==> config.mk <==
export PLATFORM = sky130hd
export DESIGN_NAME = uart_rx
export DESIGN_NICKNAME = d
export VERILOG_FILES = /design/src/rtl/uart_pkg.sv /design/src/rtl/sync_2ff.sv /design/src/rtl/uart_rx.sv
export SDC_FILE = /design/constraint.sdc
export NUM_CORES = 1
export LEC_CHECK = 0
export ABC_AREA = 1
export CAP_MARGIN = 20
export CORE_MARGIN = 2
export CORE_UTILIZATION = 60
export CTS_CLUSTER_SIZE = 24
export DETAILED_ROUTE_END_ITERATION = 10
export HOLD_SLACK_MARGIN = 0.12
export PLACE_DENSITY = 0.85
export SYNTH_ARGS = -nofsm -noshare
export SYNTH_HDL_FRONTEND = slang
export SYNTH_HIERARCHICAL = 1
export SYNTH_SLANG_ARGS = --single-unit
==> constraint.sdc <==
create_clock -name clk_i -period 10.63 [get_ports clk_i]
set_input_delay 1.063 -clock clk_i [delete_from_list [all_inputs] [get_ports clk_i]]
set_output_delay 1.063 -clock clk_i [all_outputs]
set_load 0.01 [all_outputs]
==> src/rtl/uart_pkg.sv <==
// Shared UART definitions: receiver state encoding, default frame geometry and
// bit-period arithmetic used by both the transmitter and the receiver.
package uart_pkg;

    localparam int unsigned DefaultCyclesPerBit = 868;  // 100 MHz / 115200
    localparam int unsigned DefaultDataBits     = 8;

    typedef logic [63:0] period_t;

    typedef enum logic [2:0] {
        IDLE,
        START,
        DATA,
        PARITY,
        STOP,
        BREAK
    } uart_rx_state_t;

    function automatic period_t bit_period(input int unsigned cycles_per_bit,
                                           input logic [31:0]  prescaler);
        return period_t'(cycles_per_bit) * (period_t'(prescaler) + period_t'(1));
    endfunction

endpackage

==> src/rtl/sync_2ff.sv <==
// Two-flop synchroniser for asynchronous single-bit inputs (rx, buttons, gpio).
// Both stages reset to ResetVal so the idle level is seen from the first cycle.
module sync_2ff #(
    parameter logic ResetVal = 1'b1
) (
    input  logic clk_i,
    input  logic reset_i,
    input  logic d,
    output logic q
);

    logic meta;

    always_ff @(posedge clk_i) begin
        if (reset_i) begin
            meta <= ResetVal;
            q    <= ResetVal;
        end else begin
            meta <= d;
            q    <= meta;
        end
    end

endmodule

==> src/rtl/uart_rx.sv <==
// 8N1 UART receiver with mid-bit sampling and a one-entry valid/ready holding register.
// Define UART_RX_PARITY_EN for 8E1 frames with a parity_error pulse output.
module uart_rx
    import uart_pkg::*;
#(
    parameter int unsigned CyclesPerBit = DefaultCyclesPerBit,
    parameter int unsigned DataBits     = DefaultDataBits
) (
    input  logic                clk_i,
    input  logic                reset_i,
    input  logic [31:0]         prescaler,
    input  logic                rx,
    output logic [DataBits-1:0] data,
    output logic                valid,
    input  logic                ready,
    output logic                busy,
    output logic                framing_error,
    output logic                overrun
`ifdef UART_RX_PARITY_EN
    ,
    output logic                parity_error
`endif
);

    localparam int unsigned BitIdxW = (DataBits > 1) ? $clog2(DataBits) : 1;

    uart_rx_state_t      state, state_next;
    logic                rx_s;
    period_t             period, cnt, period_new;
    logic [BitIdxW-1:0]  bit_idx;
    logic [DataBits-1:0] shreg;
    logic                cnt_zero, last_bit;
    logic                start_frame, shift_en, stop_ok, stop_bad;
`ifdef UART_RX_PARITY_EN
    logic                par_bit, parity_en;
`endif

    sync_2ff #(.ResetVal(1'b1)) u_sync (
        .clk_i   (clk_i),
        .reset_i (reset_i),
        .d       (rx),
        .q       (rx_s)
    );

    assign cnt_zero   = (cnt == '0);
    assign last_bit   = (bit_idx == BitIdxW'(DataBits - 1));
    assign period_new = bit_period(CyclesPerBit, prescaler);

    always_ff @(posedge clk_i) begin : state_reg
        // NOTE: sequential state uses non-blocking assignments so every flop samples pre-edge values.
        if (reset_i) state <= IDLE;
        else         state <= state_next;
    end

    always_comb begin : next_state
        // NOTE: default assignment first so no path through the case infers a latch.
        state_next = state;
        unique case (state)
            IDLE:   if (!rx_s) state_next = START;
            START:  if (cnt_zero) state_next = rx_s ? IDLE : DATA;
            DATA:   if (cnt_zero && last_bit) begin
`ifdef UART_RX_PARITY_EN
                        state_next = PARITY;
`else
                        state_next = STOP;
`endif
                    end
            PARITY: if (cnt_zero) state_next = STOP;
            STOP:   if (cnt_zero) state_next = rx_s ? IDLE : BREAK;
            BREAK:  if (rx_s) state_next = IDLE;
            default: state_next = IDLE;
        endcase
    end

    always_comb begin : outputs_comb
        busy        = (state != IDLE);
        start_frame = (state == IDLE) && !rx_s;
        shift_en    = (state == DATA) && cnt_zero;
        stop_ok     = (state == STOP) && cnt_zero && rx_s;
        stop_bad    = (state == STOP) && cnt_zero && !rx_s;
`ifdef UART_RX_PARITY_EN
        parity_en   = (state == PARITY) && cnt_zero;
`endif
    end

    // Bit timer: half a period to the start-bit centre, then whole periods.
    always_ff @(posedge clk_i) begin : bit_timer
        if (reset_i) begin
            period  <= '0;
            cnt     <= '0;
            bit_idx <= '0;
            shreg   <= '0;
`ifdef UART_RX_PARITY_EN
            par_bit <= 1'b0;
`endif
        end else begin
            if (start_frame) begin
                period <= period_new;
                cnt    <= (period_new >> 1) - period_t'(1);
            end else if (state != IDLE && state != BREAK) begin
                cnt <= cnt_zero ? period - period_t'(1) : cnt - period_t'(1);
            end

            if (state == START) bit_idx <= '0;
            if (shift_en) begin
                shreg   <= DataBits'({rx_s, shreg} >> 1);
                bit_idx <= bit_idx + BitIdxW'(1);
            end
`ifdef UART_RX_PARITY_EN
            if (parity_en) par_bit <= rx_s;
`endif
        end
    end

    // Holding register: a consume in the stop-sample cycle makes room for the new byte.
    always_ff @(posedge clk_i) begin : delivery
        if (reset_i) begin
            data          <= '0;
            valid         <= 1'b0;
            framing_error <= 1'b0;
            overrun       <= 1'b0;
`ifdef UART_RX_PARITY_EN
            parity_error  <= 1'b0;
`endif
        end else begin
            framing_error <= stop_bad;
            overrun       <= stop_ok && valid && !ready;
`ifdef UART_RX_PARITY_EN
            parity_error  <= stop_ok && ((^shreg) ^ par_bit);
`endif
            if (stop_ok && (!valid || ready)) begin
                data  <= shreg;
                valid <= 1'b1;
            end else if (valid && ready) begin
                valid <= 1'b0;
            end
        end
    end

endmodule

==> results of run 1 <==
-- synth_stat cells, drive strengths merged --
cell type | n | share of area (%)
nand3b | 11 | 0.54
xor2 | 117 | 6.0
and3 | 3 | 0.11
or3 | 1 | 0.036
nor2 | 376 | 8.7
a31oi | 22 | 0.79
o21a | 1 | 0.043
nand2 | 655 | 14
inv | 566 | 12
a31o | 10 | 0.50
or2 | 12 | 0.43
a22o | 1 | 0.050
a211oi | 3 | 0.13
xnor2 | 37 | 1.9
o211ai | 35 | 1.5
ha | 120 | 8.6
a21o | 4 | 0.17
a21oi | 147 | 4.6
clkbuf | 45 | 0.97
nand3 | 158 | 4.8
fa | 69 | 7.9
o221ai | 2 | 0.10
buf | 21 | 0.66
or4 | 1 | 0.043
a221oi | 1 | 0.050
and2 | 3 | 0.11
a22oi | 1 | 0.043
nor4 | 21 | 0.82
nand4 | 43 | 1.6
o21ai | 148 | 4.2
o21bai | 7 | 0.30
o31ai | 3 | 0.13
o41ai | 1 | 0.050
o311ai | 3 | 0.15
nor3 | 55 | 1.8
nor3b | 1 | 0.072
dfxtp | 132 | 15
clkinv | 2 | 0.043
a41oi | 1 | 0.050
o2111ai | 3 | 0.15
o22ai | 1 | 0.036
-- routing by layer --
layer / vias to the layer above / GRT usage (%) / share of wire, %
met5: - / 0 / 0
li1: 8978 / - / -
met2: 734 / 59.6 / 48
met4: 0 / 19.4 / 5.9
met1: 8120 / 39.5 / 40
met3: 199 / 3.89 / 6.0
-- path summary, 6_finish.rpt --
check | cells past startpoint | slack [ns] | startpoint | end
worst min-delay path | 2 | 0.41 | u_sync/meta | u_sync/q
worst max register to register | 11 | 7.40 | state[0] | cnt[16]
worst max-delay path | 36 | 2.24 | prescaler[0] | cnt[49]
worst min register to register | 2 | 0.41 | u_sync/meta | u_sync/q
-- power by group through the flow --
stage | registers, mW | logic, mW | clock network (mW)
after global placement | 0.752 | 4.12 | 0
after CTS | 0.749 | 4.25 | 0.568
final | 0.756 | 4.32 | 0.567
after detailed placement | 0.757 | 4.22 | 0
after floorplan | 0.722 | 3.26 | 0
after global routing | 0.771 | 4.87 | 0.591
-- through the flow --
stage	util (%)	cells	setup WS [ns]
final	65.3	3247	2.24
after floorplan	-	2843	3.99
after global routing	65.3	3247	1.59
after global placement	63.3	3215	2.05
after CTS	65.3	3247	2.28
after detailed placement	63.3	3215	1.84
-- cells in the final DEF, fill, tap and decap left out, types with 10 or more instances in the layout --
master             n
inv_2             12
o211ai_1          35
clkdlybuf4s50_1   46
or2_2             11
a21oi_1          132
nand3b_1          10
ha_1             120
o21ai_0          145
nor3_1            48
xnor2_1           37
dfxtp_1          132
nor4_1            19
nand3_2           11
nand2_1          638
nor2_1           345
a31oi_1           22
clkbuf_16         17
a21oi_2           14
nand2_2           16
fa_1              69
nand3_1          147
nor2_2            22
inv_1            553
xor2_1           115
nand4_1           42
-- final cells by class --
class | instances | area, sq um
inverter | 568 | 2130
clock buffer | 18 | 429
tap | 384 | 480
fill | 2668 | 9970
sequential | 132 | 2640
multi-input combinational | 2077 | 12400
timing repair buffer | 54 | 518
clock inverter | 14 | 129
-- worst register-to-register path, stage by stage (launching register included) --
cell,delay (ns)
dfxtp_1,0.34
nor2_1,0.11
inv_1,0.09
nor2_1,0.13
inv_1,0.12
nor2_4,0.25
clkinv_2,0.72
buf_4,0.64
o211ai_1,0.24
o2111ai_1,0.26
o211ai_1,0.17
inv_1,0.05
-- logic make-up (layout without fill, tap and decap cells) --
group                    count (synthesis)  in the layout
flip-flops                             132            132
adder cells (fa/ha/maj)                189            189
XOR/XNOR                               154            154
AO/OA/AOI/OAI                          394            394
buffers and inverters                  634            654
AND/OR/NAND/NOR                       1340           1340
==> key figures, run 1 <==
Die
  • Die Height: 175 microns
  • Io pins: between 40 and 50
  • Starting density of the core: about three fifths
  • Core area: ~29,000 sq um
  • Die area: 30,500 sq um
  • Num rows: a little over 60
  • Chip width: 175 microns

Status
  • Status: completed

Power and ir drop
  • Register share of total power: approximately 13%
  • Combinational share of power: between 70 and 80%
  • Switching portion of total power: roughly three fifths
  • Lkg Pwr: between 9 and 10 nW
  • Net Sw Power: between 3 and 4 mW
  • Pwr Total: roughly 5.6 mW
  • Clock Power Share: approximately a tenth
  • Max VDD drop: ~150 uV
  • Cell internal pwr: between 2 and 2.5 mW
  • P per Cell Area: approximately 300 nW/um^2

Timing
  • RSZ-0062 raised after global routing: no
  • Final setup fails: 0
  • Fin Setup TNS: 0 ns
  • Final period util: 78.9%
  • Fin crit period: about 8.4 ns
  • Fmax: between 0.1 and 0.15 GHz
  • Max_slew headroom: 32.8%
  • Layout Skew: about 0.01 ns
  • Slew @ Worst Pin: 1.01 ns
  • Hold Slack: ~0.4 ns
  • Slew Limit Fails: 0
  • Hold Violations, Final: 0

Min path
  • Hold Path Class: flip-flop to flip-flop

CTS
  • Longest Clk Path Bufs: 2
  • H-tree depth: 4
  • Clock sinks: approximately 130
  • Clk pin slew, worst setup/hold paths: roughly 0.060 ns
  • Setup Buffers After CTS: 0
  • Post-CTS resize count: 0
  • Cts hold-fix bufs: 0
  • Clock root cell: clkbuf_16
  • Total clock buffers created by CTS: 17
  • Worst-skew pair later-pin latency: 0.44 ns
  • CTS tree: yes

Layout
  • # nets final: 3,075
  • Most flop-heavy register: cnt
  • Syn-to-layout area delta: 7.34%
  • Ant diodes: 0
  • Largest regs: cnt (64), period (41)
  • Number of flip-flops in the largest register: 64
  • Share of layout cells above drive strength 1: under 10%
  • Post-Layout Inst Area: 18,700 sq um

Synthesis
  • Adder-cell share of the synthesized area: 16.5%
  • Syn_nets: around 3,100
  • XOR/XNOR share of the synthesized area: just under 8%
  • Largest family of logic cells by synthesized area: simple AND/OR/NAND/NOR gates
  • Post-synthesis sequential area ratio: 15.1%
  • Yosys warnings: 6
  • Mux cell area share after synthesis: 0%
  • Unique masters post-synth: between 60 and 70
  • Yosys reg bits: 132
  • Synth Area in Compound Gates: roughly an eighth
  • Syn Inst Count: approximately 2,800
  • Post-Synth Simple-Gate Area: between 30% and 40%
  • Syn_area_per_cell: a little over 6 sq um
  • Mapped Area: between 15,000 and 20,000 sq um

Detailed routing
  • DR vias: 18,031
  • DRT iter0 DRCs: about 1,500
  • Final routed DRC violation total: 0
  • WL/cell: 15.8 microns
  • Post-Route WL: between 50 and 60 mm
  • Antenna Violating Nets Remaining: 0
  • Via density: about 5.6
  • DRT Pass-1 Iters: 7

Setup path
  • CP top delay family: simple AND/OR/NAND/NOR gates
  • Slowest cell on the critical path: clkdlybuf4s50_1
  • Crit-path most repeated cell: nand2_1
  • Crit Path Category: primary input to flip-flop
  • Crit end category: flip-flop
  • Crit-path max FO: 22
  • Critical path arrival: around 8.7 ns
  • CP Launch Type: primary input
  • Worst path bufs/invs: 7
  • Worst path max stage delay: 0.59 ns
  • Worst EP required: about 11 ns

Placement
  • Dpl cell area: around 18,000 sq um
  • DPL Wire Length: 40.8 mm
  • RD Place Congestion: ~1
  • Port Buf Inserts: between 40 and 50

Global routing
  • First-pass GRT wire length: 83.8 mm
  • GRT Overall Usage: between 30% and 40%
  • Largest net degree at the start of global routing: 87
  • GRT overflow: 0
  • Initial antenna violation count: 0
  • Number of global-route vias before repair: around 18,000

Flow run
  • Max-cap violations: 0
(Power assumes the default switching activity.)
==> inputs of run 2 (changes only) <==
==> constraint.sdc (replaced) <==
create_clock -name clk_i -period 8 [get_ports clk_i]
set_input_delay 0.8 -clock clk_i [delete_from_list [all_inputs] [get_ports clk_i]]
set_output_delay 0.8 -clock clk_i [all_outputs]
set_load 0.01 [all_outputs]
==> run 2 against run 1 <==
  * Critical endpoint is now cnt[37]
  * Flip-flop and latch count stayed put
  * Clock skew is 0.00051 ns higher
  * Die area unchanged
  * Clock power increased by 38%
  * Sequential power rose by 34%
  * Via count grew 0.77%
==> key figures, run 2 (same netlist as run 1, synthesis figures left out) <==
Status
  • Status: completed

Detailed routing
  • Via density: 5.58 (+0.43%)
  • DRT Pass-1 Iters: 6 (-1)
  • Antenna Violating Nets Remaining: 0 (unchanged)
  • Final routed DRC violation total: 0 (unchanged)
  • WL/cell: 16.0 microns (+1.3%)
  • DRT iter0 DRCs: 1,892 (+30%)
  • DR vias: 18,170 (+0.77%)
  • Post-Route WL: 52.1 mm (+1.7%)

Die
  • Starting density of the core: 60.8% (unchanged)
  • Chip width: 175 microns (unchanged)
  • Die Height: 175 microns (unchanged)
  • Num rows: 62 (unchanged)
  • Die area: 30,500 sq um (unchanged)
  • Core area: 28,700 sq um (unchanged)
  • Io pins: 48 (unchanged)

Global routing
  • GRT overflow: 0 (unchanged)
  • GRT Overall Usage: 34.2% (+0.50 points)
  • Initial antenna violation count: 0 (unchanged)
  • First-pass GRT wire length: 84.9 mm (+1.2%)
  • Number of global-route vias before repair: 17,778 (+0.47%)
  • Largest net degree at the start of global routing: 92 (+5.7%)

Setup path
  • Worst path max stage delay: 0.58 ns (about the same)
  • Slowest cell on the critical path: clkdlybuf4s50_1
  • Crit-path most repeated cell: nand2_1
  • Crit Path Category: primary input to flip-flop
  • Worst EP required: 8.32 ns (-2.66 ns)
  • CP Launch Type: primary input
  • Critical path arrival: 7.74 ns (-1.00 ns)
  • Crit end category: flip-flop
  • Crit-path max FO: 7 (-68%)

Timing
  • Fin Setup TNS: 0 ns (unchanged)
  • Final period util: between 90% and 100%
  • Layout Skew: 0.0107 ns (+0.000509 ns)
  • Final setup fails: 0 (unchanged)
  • RSZ-0062 raised after global routing: no
  • Slew @ Worst Pin: 1.03 ns (+0.0196 ns)
  • Slew Limit Fails: 0 (unchanged)
  • Fmax: 0.135 GHz
  • Max_slew headroom: 31.3% (-1.5 points)
  • Hold Violations, Final: 0 (unchanged)
  • Fin crit period: about 7.4 ns

Layout
  • Largest regs: cnt (64), period (41)
  • Sequential cell area: 2640 sq um (unchanged)
  • Share of layout cells above drive strength 1: 6.16% (+0.61 points)
  • Most common cell after layout, fill and taps aside: nand2_1
  • Most flop-heavy register: cnt
  • Syn-to-layout area delta: 8.24%
  • Ant diodes: 0 (unchanged)
  • Commonest non-fill, non-tap cells in the layout: nand2_1, inv_1, nor2_1
  • Layout fillers: 2,640 (-1.0%)
  • # nets final: 3,087 (+0.39%)
  • Number of flip-flops in the largest register: 64 (unchanged)
  • Multi-input logic area: 12,400 sq um (+0.27%)

CTS
  • Clock sinks: 132 (unchanged)
  • Total clock buffers created by CTS: 17 (unchanged)
  • Longest Clk Path Bufs: 2 (unchanged)
  • CTS tree: yes
  • Worst-skew pair later-pin latency: 0.43 ns (about the same)
  • Cts hold-fix bufs: 0 (unchanged)
  • Clock root cell: clkbuf_16
  • Clk pin slew, worst setup/hold paths: 0.05 ns (about the same)
  • H-tree depth: 4 (unchanged)

Power and ir drop
  • P per Cell Area: 402 nW/um^2 (+34%)
  • Pwr Total: 7.60 mW (+35%)
  • Lkg Pwr: 10.1 nW (+0.89%)
  • Max VDD drop: 195 uV (+29%)

Placement
  • DPL Wire Length: 41.2 mm (+1.1%)
  • RD Place Congestion: 1.04 (+6.4%)
  • Port Buf Inserts: 47 (unchanged)

Min path
  • Hold Path Class: flip-flop to flip-flop

Flow run
  • Max-cap violations: 0 (unchanged)
## run 2: cell count changes in the layout (fill, tap and decap cells not counted), sizes merged
| cell | previous run | this run |
|---|---|---|
| buf | 8 | 20 |
| bufinv | 1 | 2 |
| clkbuf | 18 | 22 |
| clkinv | 9 | 8 |
| clkinvlp | 3 | 2 |
| inv | 569 | 565 |
## run 2: path summary, 6_finish.rpt
kind / to / startpoint / slack (ns) / cells after the start
setup reg to reg: cnt[16] / state[0] / 4.70 / 11
hold reg to reg: u_sync/q / u_sync/meta / 0.41 / 2
setup / recovery: cnt[37] / prescaler[0] / 0.57 / 36
hold / removal: u_sync/q / u_sync/meta / 0.41 / 2
## run 2: worst max-delay path: cells and delay by family
kind	cells	cell delay, ns
adder cells (fa/ha/maj)	6	2.58
buffers and inverters	5	0.90
XOR/XNOR	1	0.19
AND/OR/NAND/NOR	23	3.14
AO/OA/AOI/OAI	1	0.09
## run 2: what timing repair did
item                                    CTS  global route
endpoints found under the setup margin    0            16
resized for setup                         0             8
setup buffers                             0             0
## run 2: final cells by class
class,count,area share [%]
inverters,568,11.3
repair buffers,66,3.29
clock inverters,9,0.550
well taps,384,2.54
multi-input cells,2077,65.8
clock buffers,22,2.51
flip-flops and latches,132,14.0
## run 2: per-stage QoR
| step | worst slack [ns] | hold WS [ns] | area [sq um] | std cells | utilization [%] |
|---|---|---|---|---|---|
| floorplan | 1.62 | 0.380 | 17500 | 2843 | - |
| global route | 0.0128 | 0.436 | 18900 | 3258 | 65.8 |
| global placement | 0.263 | 0.386 | 18300 | 3227 | 63.7 |
| finish | 0.574 | 0.412 | 18900 | 3258 | 65.8 |
| detailed placement | 0.0683 | 0.398 | 18300 | 3227 | 63.7 |
| CTS | 0.511 | 0.414 | 18900 | 3258 | 65.7 |
## run 2: report_power, final
part           internal (mW)  switching [mW]
Clock                  0.479           0.301
Combinational           1.82            3.99
Sequential             0.821           0.192
## run 2: per-layer routing
layer | vias up | routed length, microns | global-route usage (%)
li1 | 8997 | - | -
met1 | 8264 | 20600 | 40.1
met2 | 738 | 25900 | 62.4
met3 | 171 | 3200 | 3.13
met4 | 0 | 2420 | 17.1
met5 | - | 0 | 0
